`src/rtl/tap_sequencer.sv`:
```
// Tap-period sequencer: times button presses in timepulse units, optionally averages the last
// four intervals (TAP_SEQ_AVG_EN) and owns the per2bpm request/response handshake.
module tap_sequencer #(
  parameter int unsigned CLK_PER_NS   = 40,
  parameter int unsigned TP_CYCLE     = 5120,
  parameter int unsigned BTN_PER_MAX  =
    32'((64'd60_000_000_000 / 64'(CLK_PER_NS)) / 64'(TP_CYCLE)),
  parameter int unsigned BTN_PER_SIZE = $clog2(BTN_PER_MAX + 1),
  parameter int unsigned BPM_SIZE     = 8
) (
  input  logic                    clk_i,
  input  logic                    rst_i,
  input  logic                    tp_i,
  input  logic                    btn_i,
  output logic [BTN_PER_SIZE-1:0] btn_per_o,
  output logic                    btn_per_valid_o,
  input  logic [BPM_SIZE-1:0]     bpm_i,
  input  logic                    bpm_valid_i,
  output logic [BPM_SIZE-1:0]     bpm_o,
  output logic                    bpm_update_o
);

  localparam logic [BTN_PER_SIZE-1:0] PerMax = BTN_PER_SIZE'(BTN_PER_MAX);

  typedef enum logic {MIdle, MCount} m_state_e;
  typedef enum logic [1:0] {DIdle, DReq, DWait} d_state_e;

  m_state_e m_state_q, m_state_d;
  d_state_e d_state_q, d_state_d;

  logic                    btn_q;
  logic [BTN_PER_SIZE-1:0] cnt_q, cnt_d;
  logic                    pending_q, pending_d;
  logic [BTN_PER_SIZE-1:0] btn_per_q, btn_per_d;
  logic [BPM_SIZE-1:0]     bpm_q, bpm_d;
  logic                    bpm_update_q;

  logic                    press;
  logic                    sample;
  logic                    timeout;
  logic                    load;
  logic                    accept;
  logic [BTN_PER_SIZE-1:0] avg;

  assign press = btn_i & ~btn_q;

  // ---------------------------------------------------------------------------------------------
  // Measurement FSM
  // ---------------------------------------------------------------------------------------------
  always_ff @(posedge clk_i or posedge rst_i) begin
    if (rst_i) begin
      m_state_q <= MIdle;
      d_state_q <= DIdle;
    end else begin
      m_state_q <= m_state_d;
      d_state_q <= d_state_d;
    end
  end

  always_comb begin
    m_state_d = m_state_q;
    unique case (m_state_q)
      MIdle:  if (press) m_state_d = MCount;
      MCount: if (!press && cnt_q == PerMax) m_state_d = MIdle;
      default: m_state_d = MIdle;
    endcase
  end

  // A press wins over a simultaneous timeout: the saturated count becomes the sample.
  always_comb begin
    sample  = 1'b0;
    timeout = 1'b0;
    unique case (m_state_q)
      MIdle:  ;
      MCount: begin
        sample  = press;
        timeout = ~press & (cnt_q == PerMax);
      end
      default: ;
    endcase
  end

  always_comb begin
    cnt_d = cnt_q;
    if (press) begin
      cnt_d = '0;
    end else if (tp_i && cnt_q != PerMax) begin
      cnt_d = cnt_q + BTN_PER_SIZE'(1);
    end
  end

  // ---------------------------------------------------------------------------------------------
  // Interval history
  // ---------------------------------------------------------------------------------------------
`ifdef TAP_SEQ_AVG_EN
  logic [BTN_PER_SIZE-1:0] hist_q [4];
  logic [BTN_PER_SIZE-1:0] hist_d [4];
  logic [BTN_PER_SIZE+1:0] sum_q, sum_d;
  logic                    hist_valid_q, hist_valid_d;

  always_comb begin
    hist_d       = hist_q;
    sum_d        = sum_q;
    hist_valid_d = hist_valid_q;
    if (sample) begin
      if (!hist_valid_q) begin
        // First sample of a run seeds every slot so the average is meaningful at once.
        for (int i = 0; i < 4; i++) begin
          hist_d[i] = cnt_q;
        end
        sum_d        = {cnt_q, 2'b00};
        hist_valid_d = 1'b1;
      end else begin
        hist_d[0] = cnt_q;
        hist_d[1] = hist_q[0];
        hist_d[2] = hist_q[1];
        hist_d[3] = hist_q[2];
        sum_d     = sum_q - {2'b00, hist_q[3]} + {2'b00, cnt_q};
      end
    end else if (timeout) begin
      hist_valid_d = 1'b0;
    end
  end

  always_ff @(posedge clk_i or posedge rst_i) begin
    if (rst_i) begin
      for (int i = 0; i < 4; i++) begin
        hist_q[i] <= '0;
      end
      sum_q        <= '0;
      hist_valid_q <= 1'b0;
    end else begin
      hist_q       <= hist_d;
      sum_q        <= sum_d;
      hist_valid_q <= hist_valid_d;
    end
  end

  assign avg = BTN_PER_SIZE'(sum_q >> 2);
`else
  logic [BTN_PER_SIZE-1:0] last_q, last_d;

  always_comb begin
    last_d = last_q;
    if (sample) begin
      last_d = cnt_q;
    end
  end

  always_ff @(posedge clk_i or posedge rst_i) begin
    if (rst_i) begin
      last_q <= '0;
    end else begin
      last_q <= last_d;
    end
  end

  assign avg = last_q;
`endif

  // ---------------------------------------------------------------------------------------------
  // Divider handshake FSM
  // ---------------------------------------------------------------------------------------------
  always_comb begin
    d_state_d = d_state_q;
    unique case (d_state_q)
      DIdle:   if (pending_q) d_state_d = DReq;
      DReq:    d_state_d = DWait;
      DWait:   if (bpm_valid_i) d_state_d = DIdle;
      default: d_state_d = DIdle;
    endcase
  end

  always_comb begin
    load            = 1'b0;
    btn_per_valid_o = 1'b0;
    accept          = 1'b0;
    unique case (d_state_q)
      DIdle:   load = pending_q;
      DReq:    btn_per_valid_o = 1'b1;
      DWait:   accept = bpm_valid_i;
      default: ;
    endcase
  end

  // A fresh sample keeps the request pending even when the previous one is loaded this cycle.
  always_comb begin
    pending_d = pending_q;
    if (sample) begin
      pending_d = 1'b1;
    end else if (load || timeout) begin
      pending_d = 1'b0;
    end
  end

  always_comb begin
    btn_per_d = load ? avg : btn_per_q;
    bpm_d     = accept ? bpm_i : bpm_q;
  end

  always_ff @(posedge clk_i or posedge rst_i) begin
    if (rst_i) begin
      btn_q        <= 1'b0;
      cnt_q        <= '0;
      pending_q    <= 1'b0;
      btn_per_q    <= '0;
      bpm_q        <= '0;
      bpm_update_q <= 1'b0;
    end else begin
      btn_q        <= btn_i;
      cnt_q        <= cnt_d;
      pending_q    <= pending_d;
      btn_per_q    <= btn_per_d;
      bpm_q        <= bpm_d;
      bpm_update_q <= accept;
    end
  end

  assign btn_per_o    = btn_per_q;
  assign bpm_o        = bpm_q;
  assign bpm_update_o = bpm_update_q;

endmodule

```
`config.mk`:
```
export PLATFORM = sky130hd
export DESIGN_NAME = tap_sequencer
export DESIGN_NICKNAME = d
export VERILOG_FILES = /design/src/rtl/tap_sequencer.sv
export SDC_FILE = /design/constraint.sdc
export NUM_CORES = 1
export LEC_CHECK = 0
export ABC_AREA = 1
export CAP_MARGIN = 40
export CORE_ASPECT_RATIO = 1.4
export CORE_UTILIZATION = 35
export CTS_CLUSTER_SIZE = 14
export DETAILED_ROUTE_END_ITERATION = 7
export PLACE_DENSITY = 0.63
export SLEW_MARGIN = 20
export SYNTH_ARGS = -nofsm -noshare
export SYNTH_HDL_FRONTEND = slang
export SYNTH_SLANG_ARGS = --single-unit
export TNS_END_PERCENT = 1
```
`constraint.sdc`:
```
create_clock -name clk_i -period 3.4 [get_ports clk_i]
set_input_delay 0.68 -clock clk_i [delete_from_list [all_inputs] [get_ports clk_i]]
set_output_delay 0.68 -clock clk_i [all_outputs]
set_load 0.01 [all_outputs]
```
==> flow_summary.ini <==
[final_layout]
nNetsFinal = 455
fillerInstances = 864
syn_to_final_growth_pct = 25.4
fin_util_pct = 45.0
n_antenna_cell = 0
drive_gt1_share_pct = 7.88

[synth]
synth_top_area_share_pct = 55.2
netlist-cell-type-count = 19
synth_nets = 408
ys_top_cells_by_count = nand2_1 (173), dfrtp_1 (71), nand3_1 (30), nor2_1 (29), inv_1 (25)
ys_async_sr_fraction_pct = 100
synth_area_um2 = 3220
synth_ff_type = dfrtp_1
synth_top_cell_by_area = dfrtp_1
netlist_instances = 393
synth_most_common_cell = nand2_1
synth-edff-count = 0
ys_ff_latch = 71
yosysWarnings = 0
synth_seq_area_share_pct = 55.2
syn_area_per_cell_um2 = 8.19
synth_area_leaders = dfrtp_1 (55%), nand2_1 (20%), nand3_1 (4.7%)

[worst_hold_path]
hold_class = reg -> reg

[placed_design]
port_buffers = 41
hpwl_mm = 5.00
globalplace.congestion = 0.899
pre_cts_ws_ns = 0.970

[setup_path]
r2r_slack_ns = 1.38
critPathLaunchType = register
crit_family = buffers and inverters
slowest_delay_ns = 0.55
crit_path_end_kind = output port
slowest_stage = clkdlybuf4s50_1
path_class = reg -> out
worstPathMaxFanout = 4
critPathBufInv = 1
worstPathArrival_ns = 1.44
crit_required_ns = 2.72
worstPathCellList = nor2_1 -> clkdlybuf4s50_1

[timing]
finalMaxSlewViolations = 0
skew_ns = 0.00618
finalHoldViolCount = 0
post-route-min-period_ns = 2.12
grt_setup_unrepaired = no
fmax_mhz = 473
setup_violations = 0
slew_headroom_pct = 53.3
setup-tns-final_ns = 0
tightest_slew_ns = 0.695
hold_ws_ns = 0.465
period_share_pct = 62.2
layout_setup_ws_ns = 1.28

[pwr]
peakVddDrop_v = 0.000417
p_leak_nw = 1.95
finalPower_mw = 2.33
powerDensity_nw_per_um2 = 577

[floorplan]
io_pins = 42
core-area_um2 = 8980
die_h_um = 115
dieArea_um2 = 9590
rows = 41
start_util_pct = 35.8
die_x_um = 83.0

[route]
post-route-drc-count = 0
via_per_inst = 4.73
routed_wire_length_per_instance_um = 12.4
drt_iter0_drc = 73
ant_nets = 0
routed_wl_mm = 6.83
vias = 2608
first_pass_iters = 4

[cts]
max-clock-path-buffers = 2
cts.hold.buffers_added = 0
root_buffer = clkbuf_16
ctsHtreeMaxLevel = 3
cts-resized-gates = 0
clkSlewWorstSetupHoldPaths_ns = 0.05
cts_buffers = 9
cts.sinks = 71
worstSkewPairLatency_ns = 0.33
cts_setup_buffers = 0
cts_tree = yes

[global_route]
grt_overflow = 0
grt_pass1_vias = 2624
grt_max_degree = 38
grt_pass1_wl_mm = 12.2
antenna_found_initial = 0
grt_usage_pct = 16.3

[outcome]
status = finished clean

[flow_run]
drv_cap = 0
[stage by stage]
stage / instance area (um2) / std cells
after floorplan: 3220 / 393
after CTS: 4040 / 551
final: 4040 / 551
after global routing: 4040 / 551
after global placement: 3750 / 536
after detailed placement: 3750 / 536
[worst paths after layout]
path,from,end,cells after the start
setup / recovery,d_state_q[1],btn_per_valid_o,2
hold / removal,btn_per_o[16],btn_per_o[16],2
setup reg to reg,cnt_q[0],cnt_q[7],10
hold reg to reg,btn_per_o[16],btn_per_o[16],2
max in group asynchronous,rst_i,cnt_q[12],3
min in group asynchronous,rst_i,bpm_o[3],2
[state kept, by name, indices dropped and copies added, names as in the netlist]
signal and cells:
avg 19, bpm_o 8, bpm_update_o 1, btn_per_o 19
btn_q 1, cnt_q 19, d_state_q 2, m_state_q 1
pending_q 1
[cell type report]
type | count | area, um2 | share of cell area (%)
Tap cell | 107 | 134 | 3.32
Clock inverter | 3 | 17.5 | 0.434
Clock buffer | 12 | 267 | 6.60
Timing Repair Buffer | 46 | 448 | 11.1
Sequential cell | 71 | 1780 | 44.0
Inverter | 28 | 105 | 2.60
Multi-Input combinational cell | 284 | 1290 | 31.9
[cell usage in the layout (no fill, tap or decap), drive strengths merged]
cell,netlist,routed
dfrtp,71,71
inv,26,26
clkbuf,8,12
clkdlybuf4s50,0,41
nor2,33,33
nand4,3,3
o21ai,30,30
nand2,173,173
clkinvlp,0,1
ha,2,2
o21bai,1,1
nor3,1,1
buf,2,5
mux2,2,2
nand3,30,30
xor2,9,9
clkinv,2,4
[logic make-up after synthesis]
group	share of synthesized area (%)
simple gates	30.4
flops	55.2
buf+inv	4.90
compound gates	5.60
xor+xnor	2.45
mux	0.700
fa+ha+maj	0.777
[metal layers]
layer	up-vias	wire length, um	track usage (%)
met5	-	0	0
met2	65	3370	27.8
met1	1196	2830	18.0
met3	19	298	4.27
met4	0	331	11.3
li1	1328	-	-
[power breakdown]
part / switching (mW) / internal [mW]
Combinational: 0.255 / 0.198
Clock: 0.330 / 0.546
Sequential: 0.0590 / 0.940
Total: 0.643 / 1.68
[tightest hold or removal path: stages (launching register included)]
cell and delay [ns]:
dfrtp_1 0.33, nand2_1 0.05, nand2_1 0.05
Power figures use the tool's default switching activity.
